$ cat src/rtl/cmd_parser_pkg.sv
// Shared types and constants for the command-word parser.
// Holds the header layout, opcode set, expected payload lengths and parser state encoding.
package cmd_parser_pkg;

  localparam int cmd_buf_width_gp = 32;
  localparam int payload_words_c  = 3;

  localparam logic [7:0] fetch_len_c     = 8'd8;
  localparam logic [7:0] disp_len_c      = 8'd4;
  localparam logic [7:0] tile_len_c      = 8'd12;
  localparam logic [7:0] wait_disp_len_c = 8'd4;
  localparam logic [7:0] wait_tile_len_c = 8'd4;

  typedef enum logic [7:0] {
    op_fetch     = 8'hF0,
    op_disp      = 8'hF1,
    op_tile      = 8'hF2,
    op_wait_disp = 8'hF3,
    op_wait_tile = 8'hF4
  } cmd_op_s;

  typedef struct packed {
    logic [7:0] reserved;
    logic [7:0] len;
    logic [7:0] id;
    logic [7:0] op;
  } cmd_header_s;

  typedef enum logic [1:0] {
    err_none         = 2'd0,
    err_unknown_op   = 2'd1,
    err_len_mismatch = 2'd2
  } cmd_parse_err_e;

  typedef enum logic [1:0] {
    st_idle    = 2'd0,
    st_payload = 2'd1,
    st_emit    = 2'd2,
    st_drain   = 2'd3
  } parser_state_e;

  // Returns {known, expected_len}; known=0 for opcodes outside the command set.
  function automatic logic [8:0] expected_len(input logic [7:0] op);
    case (op)
      op_fetch:     return {1'b1, fetch_len_c};
      op_disp:      return {1'b1, disp_len_c};
      op_tile:      return {1'b1, tile_len_c};
      op_wait_disp: return {1'b1, wait_disp_len_c};
      op_wait_tile: return {1'b1, wait_tile_len_c};
      default:      return 9'd0;
    endcase
  endfunction

endpackage

$ cat src/rtl/cmd_parser.sv
// Parses header + payload words from the command FIFO into decoded commands,
// flagging unknown opcodes and length mismatches and draining the offending payload.
module cmd_parser
  import cmd_parser_pkg::*;
(
  input  logic                        clk_i,
  input  logic                        reset_i,
  input  logic                        word_v_i,
  input  logic [cmd_buf_width_gp-1:0] word_i,
  output logic                        word_ready_o,
  output logic                        cmd_v_o,
  input  logic                        cmd_ready_i,
  output logic [7:0]                  cmd_op_o,
  output logic [7:0]                  cmd_id_o,
  output logic [95:0]                 cmd_payload_o,
  output logic                        err_v_o,
  output logic [1:0]                  err_code_o,
  output logic [15:0]                 cmd_count_o,
  output logic [15:0]                 err_count_o
);

  parser_state_e  state_r;
  cmd_parse_err_e err_code_r;
  logic [6:0]     remain_r;
  logic [1:0]     slot_r;
  logic           word_ready_r;
  logic           cmd_v_r;
  logic           err_v_r;
  logic [7:0]     cmd_op_r;
  logic [7:0]     cmd_id_r;
  logic [95:0]    cmd_payload_r;
  logic [15:0]    cmd_count_r;
  logic [15:0]    err_count_r;

  cmd_header_s hdr_s;
  logic [8:0]  exp_s;
  logic        xfer_s;
  logic [6:0]  drain_words_s;
  logic        unused_reserved_s;

  assign hdr_s             = cmd_header_s'(word_i);
  assign exp_s             = expected_len(hdr_s.op);
  assign xfer_s            = word_v_i & word_ready_r;
  // Rejected headers discard ceil(len/4) words; len is in bytes.
  assign drain_words_s     = 7'(({1'b0, hdr_s.len} + 9'd3) >> 2);
  assign unused_reserved_s = ^hdr_s.reserved;

  // Parser FSM with all outputs and counters registered.
  always_ff @(posedge clk_i) begin
    if (reset_i) begin
      state_r       <= st_idle;
      err_code_r    <= err_none;
      remain_r      <= 7'd0;
      slot_r        <= 2'd0;
      word_ready_r  <= 1'b0;
      cmd_v_r       <= 1'b0;
      err_v_r       <= 1'b0;
      cmd_op_r      <= 8'd0;
      cmd_id_r      <= 8'd0;
      cmd_payload_r <= 96'd0;
      cmd_count_r   <= 16'd0;
      err_count_r   <= 16'd0;
    end else begin
      err_v_r    <= 1'b0;
      err_code_r <= err_none;
      case (state_r)
        st_idle: begin
          word_ready_r <= 1'b1;
          if (xfer_s) begin
            if (exp_s[8] && (exp_s[7:0] == hdr_s.len)) begin
              cmd_op_r      <= hdr_s.op;
              cmd_id_r      <= hdr_s.id;
              cmd_payload_r <= 96'd0;
              slot_r        <= 2'd0;
              remain_r      <= 7'(hdr_s.len >> 2);
              state_r       <= st_payload;
            end else begin
              err_v_r     <= 1'b1;
              err_count_r <= err_count_r + 16'd1;
              remain_r    <= drain_words_s;
              if (exp_s[8]) begin
                err_code_r <= err_len_mismatch;
              end else begin
                err_code_r <= err_unknown_op;
              end
              if (drain_words_s == 7'd0) begin
                state_r <= st_idle;
              end else begin
                state_r <= st_drain;
              end
            end
          end
        end
        st_payload: begin
          if (xfer_s) begin
            case (slot_r)
              2'd0:    cmd_payload_r[31:0]  <= word_i;
              2'd1:    cmd_payload_r[63:32] <= word_i;
              2'd2:    cmd_payload_r[95:64] <= word_i;
              default: cmd_payload_r        <= cmd_payload_r;
            endcase
            slot_r   <= slot_r + 2'd1;
            remain_r <= remain_r - 7'd1;
            // Drop ready on the last word so nothing is accepted while the command waits.
            if (remain_r == 7'd1) begin
              state_r      <= st_emit;
              word_ready_r <= 1'b0;
              cmd_v_r      <= 1'b1;
            end
          end
        end
        st_emit: begin
          if (cmd_ready_i) begin
            cmd_v_r      <= 1'b0;
            cmd_count_r  <= cmd_count_r + 16'd1;
            word_ready_r <= 1'b1;
            state_r      <= st_idle;
          end
        end
        st_drain: begin
          if (xfer_s) begin
            remain_r <= remain_r - 7'd1;
            if (remain_r == 7'd1) begin
              state_r <= st_idle;
            end
          end
        end
        default: begin
          state_r      <= st_idle;
          word_ready_r <= 1'b0;
          cmd_v_r      <= 1'b0;
        end
      endcase
    end
  end

  assign word_ready_o  = word_ready_r;
  assign cmd_v_o       = cmd_v_r;
  assign cmd_op_o      = cmd_op_r;
  assign cmd_id_o      = cmd_id_r;
  assign cmd_payload_o = cmd_payload_r;
  assign err_v_o       = err_v_r;
  assign err_code_o    = err_code_r;
  assign cmd_count_o   = cmd_count_r;
  assign err_count_o   = err_count_r;

endmodule

$ cat config.mk
export PLATFORM = sky130hd
export DESIGN_NAME = cmd_parser
export DESIGN_NICKNAME = d
export VERILOG_FILES = /design/src/rtl/cmd_parser_pkg.sv /design/src/rtl/cmd_parser.sv
export SDC_FILE = /design/constraint.sdc
export NUM_CORES = 1
export LEC_CHECK = 0
export BUFFER_PORTS_ARGS = -buffer_cell sky130_fd_sc_hd__buf_2
export CAP_MARGIN = 15
export CORE_UTILIZATION = 30
export DETAILED_ROUTE_END_ITERATION = 6
export SYNTH_ARGS = -nofsm -noshare
export SYNTH_HDL_FRONTEND = slang
export SYNTH_SLANG_ARGS = --single-unit
$ cat constraint.sdc
create_clock -name clk_i -period 4.59 [get_ports clk_i]
set_input_delay 0.6885 -clock clk_i [delete_from_list [all_inputs] [get_ports clk_i]]
set_output_delay 0.6885 -clock clk_i [all_outputs]
set_load 0.05 [all_outputs]
Word level (Yosys, flattened, before mapping)
Index checks and enable logic that the tools add are counted.

Bits in latches: 0. Output and inout port bits: 149. Bits in read-only memories: 0. Input bits: 36. Register bits: 160. Memories kept: 0. Bits in writable memories: 0.

Multiplexer cells: 35. Reductions and logical operators: 23. Equality and inequality tests: 23. Shifts and indexed selects: 0. $mul: 0. Bitwise logic cells: 4. Divide/modulo/power cells: 0. Add/subtract/negate cells: 5. $lt $le $gt $ge: 0.

Operators with widths (number): $mux 96 (3); $pmux 96 s2 (1); $mux 32 (3); $eq 8x8->1 const B (5); $add 16x1->16 const B (2); $pmux 9 s3 (1); $mux 2 (12); $mux 7 (3); $reduce_and 5->1 (3); $ne 2x2->1 const B (7); $pmux 7 s2 (1); $reduce_and 4->1 (3); $add 8x2->9 const B (1); $reduce_and 3->1 (3); $eq 8x8->1 (1); $ne 2x1->1 const B (4); $pmux 2 s4 (1); $eq 7x1->1 const B (1); $logic_not 7->1 (1); $mux 1 (7); $sub 7x1->7 const B (1); $eq 2x2->1 const B (3); $reduce_and 6->1 (1); $reduce_bool 2->1 (3); 14 further kinds (19).

Longest topological paths before layout
Word-level depth: 8. Depth in mapped cells: 8. Gate-level depth less buffers: 6.

Least setup slack after synthesis
OpenSTA, ideal clock, no wires.

Path kind: input to register. Start: input port word_i[18]. End: register cmd_op_r[0], in the netlist cmd_op_o[0]. Cell stages on the path: 8. Required time: 4.462 ns. Library setup time: 0.128 ns. Slack: 2.240 ns. Data arrival time: 2.222 ns. Buffers on the path: 3. Cell sequence: buf_2 > or3b_1 > a211oi_2 > o2111a_2 > buf_6 > buf_6 > mux2i_1 > nor2_1.

Longest elaborated chain between the ends: 3.

RTL lines: start, declared (line cmd_parser.sv:9) `input logic [cmd_buf_width_gp-1:0] word_i,`; $eq 8x8->1 (line cmd_parser.sv:70) `if (exp_s[8] && (exp_s[7:0] == hdr_s.len)) begin`; $logic_and 1x1->1 (line cmd_parser.sv:70); $reduce_and 3->1 (no source line); end signal, assigned (line cmd_parser.sv:71) `cmd_op_r <= hdr_s.op;`; end, declared (line cmd_parser.sv:29) `logic [7:0] cmd_op_r;`.

Every way passes these cells. A chain may end at the register's enable or synchronous reset.

Worst setup path in the final report
Start: register state_r[0]. End: register cmd_payload_r[43], in the netlist cmd_payload_o[43].

Longest elaborated chain between the ends: 3. Elaborated cells on any way between the ends: 9. Those cells by class: eq/ne (5); mux (1); reduce/logical (3).

RTL lines: start, declared (line cmd_parser.sv:22) `parser_state_e state_r;`; start signal, assigned (line cmd_parser.sv:51) `state_r <= st_idle;`; start signal, assigned (line cmd_parser.sv:76) `state_r <= st_payload;`; start signal, assigned (line cmd_parser.sv:87) `state_r <= st_idle;`; $eq 2x1->1 / $logic_not 2->1 (equally long branches) (line cmd_parser.sv:66) `case (state_r)`; $ne 2x1->1 (no source line) (tied with other cells); $reduce_and 5->1 (no source line); end signal, assigned (line cmd_parser.sv:98) `2'd1: cmd_payload_r[63:32] <= word_i;`; end signal, assigned (line cmd_parser.sv:100) `default: cmd_payload_r <= cmd_payload_r;`; end, declared (line cmd_parser.sv:31) `logic [95:0] cmd_payload_r;`.

Parallel ways exist; a longest one is shown, timed or not.

==> results.tsv <==
metric	value	unit
cts_tree	built	
ctsResizeCount	0	
max_freq	401.6	MHz
layout.nets	833	
p_per_area	402.8	nW/um^2
start_util	0.3056	
cts_hold_buf	0	
synthSimpleGateAreaFrac	0.1602	
rsz0062_at_grt	no	
synth_most_common_cell	dfxtp_1	
post-place-ws	1.704	ns
synth_nets	664	
grt_pass1_vias	5107	
clk_pin_slew	0.07	ns
min_path_type	register to register	
avgRoutedWirePerCell	16.77	um
busiest_layer	met2	
syn_area	6163	um^2
synth_top_family_by_area	compound AO/OA/AOI/OAI gates	
antenna_found_initial	0	
skew	0.01832	ns
synthTopCellsByCount	160 x dfxtp_1, 72 x o2bb2ai_1, 59 x nand2_1, 54 x nor2_1, 29 x a21oi_1	
drtPass1Iterations	4	
dominantRegCellSynth	dfxtp_1	
met2_usage	0.2719	
multi_input_area	2740	um^2
setup_violations	0	
final_core_util	0.3911	
drt-initial-drc-count	226	
grtUsageTotal	0.1732	
slew_headroom	0.3105	
avgSynthCellArea	9.925	um^2
cts_max_path_buffers	2	
fin_crit_sh	0.5425	
syn2layout_area_growth	27.99	%
syn_inst	621	
clock_latency	0.43	ns
synth_edf_count	0	
critPathMaxFanout	28	
cap_violations	0	
io_pins	185	
hold_viol	0	
critPathRequiredTime	4.92	ns
cts_buffers	17	
synth_top_area_frac	0.5197	
cts.sink_count	160	
gp_congestion	0.7551	
cts_setup_buffers	0	
synth_compound_area_frac	0.2162	
register_area	3203	um^2
die_x	145.3	um
grt_pass1_wl	28640	um
met3_usage	0.06144	
num_rows	52	
routed_wl	18000	um
synthMuxAreaShare	0.02680	
grt_max_degree	77	
die_y	145.3	um
leakage	3.255	nW
peakVddDrop	0.2014	mV
tns	0	ns
async_reset_ff_frac	0	
synth.distinct_cells	54	
nFillCells	2055	
synthTopCellsByArea	dfxtp_1 52%, o2bb2ai_1 10%, nand2_1 3.6%, nor2_1 3.3%, a22o_1 3.0%	
critPathKind	register to register	
synthAdderAreaFrac	0.01421	
coreArea	20170	um^2
synth_top_area_cell	dfxtp_1	
root_buffer	clkbuf_16	
postRouteAntennaNets	0	
synth_xor_area_frac	0.02416	
finalWorstSetupSlack	2.100	ns
diodes	0	
use_met1	0.2254	
cts-htree-levels	4	
io_buffers	184	
drive_above_1_share	0.2914	
ys_warn_count	0	
synth-seq-area-share	0.5197	
critPathCaptureType	register	
status	finished clean	
die_area	21120	um^2
crit_arrival	2.82	ns
min_period	2.490	ns
critPathLaunchType	register	
grt_overflow	0	
dp_hpwl	12570	um
viasPerCell	4.968	
vias	5331	
synth-seq-cells	160	
worstMarginPinSlew	1.032	ns
finalMaxSlewViolations	0	
drc	0	
-- report_power, final --
part           leakage, nW  total (W)  switching (W)  internal, W
Combinational         1.67   0.000290       0.000211    0.0000795
Sequential            1.29    0.00144      0.0000260      0.00141
Clock                0.290    0.00145       0.000615     0.000835
-- registers in the layout, indices dropped and copies added (netlist names) --
register,flops
cmd_op_o,8
cmd_payload_o,96
err_code_o,2
err_count_o,16
cmd_v_o,1
state_r,2
remain_r,7
cmd_id_o,8
word_ready_o,1
err_v_o,1
slot_r,2
cmd_count_o,16
-- layout by cell type, fill, tap and decap left out, types with 4 or more instances in the layout --
master / instances
a21oi_1: 29
a22o_1: 21
and2_1: 5
and3_1: 6
buf_2: 184
buf_4: 7
clkbuf_16: 17
dfxtp_1: 160
ha_1: 7
inv_1: 7
inv_6: 4
mux2_2: 4
mux2i_1: 12
nand2_1: 59
nand2b_1: 6
nand3_1: 14
nand4_1: 8
nor2_1: 54
nor2b_1: 4
nor3_1: 10
nor4_1: 5
o21ai_0: 18
o2bb2ai_1: 72
o31ai_1: 8
or3_1: 5
or4_1: 10
xnor2_1: 9
xor2_1: 8
-- cell families after synthesis --
logic type | count (synthesis)
muxes | 16
buffers and inverters | 48
adders and majority gates | 7
DFF | 160
xor gates and xnor gates | 17
and+or+nand+nor | 201
AOI/OAI and AO/OA | 172
-- path summary, 6_finish.rpt --
check / slack, ns / to / startpoint / cells past startpoint
max: 2.10 / cmd_payload_o[43]$_SDFFE_PP0P_ / state_r[0]$_SDFFE_PP0P_ / 6
min: 0.46 / cmd_payload_o[13]$_SDFFE_PP0P_ / cmd_payload_o[13]$_SDFFE_PP0P_ / 1
max reg2reg: 2.10 / cmd_payload_o[43]$_SDFFE_PP0P_ / state_r[0]$_SDFFE_PP0P_ / 6
min reg2reg: 0.46 / cmd_payload_o[13]$_SDFFE_PP0P_ / cmd_payload_o[13]$_SDFFE_PP0P_ / 1
-- worst max-delay path, stage by stage (launching register included) --
cell	delay, ns
dfxtp_1	0.61
buf_4	0.42
nor2_1	0.12
o2111a_2	0.23
a211oi_4	0.46
buf_4	0.38
o2bb2ai_1	0.16
-- area by class of cell --
class	instances	share of cell area
clock buffer	18	0.05567
clock inverter	14	0.02141
tap	270	0.04282
inverter	7	0.003331
multi-input combinational	413	0.3473
timing repair buffer	191	0.1234
sequential	160	0.4060
-- through the flow --
stage          instance area [um^2]  instances  hold WS, ns  total power, W
2_1_floorplan                  6163        621       0.4502        0.001665
3_3_place_gp                   7281       1041       0.4390        0.001760
3_5_place_dp                   7281       1041       0.4415        0.001760
4_1_cts                        7889       1073       0.4628        0.003214
5_1_grt                        7889       1073       0.4730        0.003310
6_report                       7889       1073       0.4607        0.003178
-- routing by layer --
metal  part of all wire  routed length (um)
met1               0.47                8464
met2               0.45                8165
met3              0.070                1252
met4             0.0062                 112
met5                  0                   0
(Power assumes the default switching activity.)
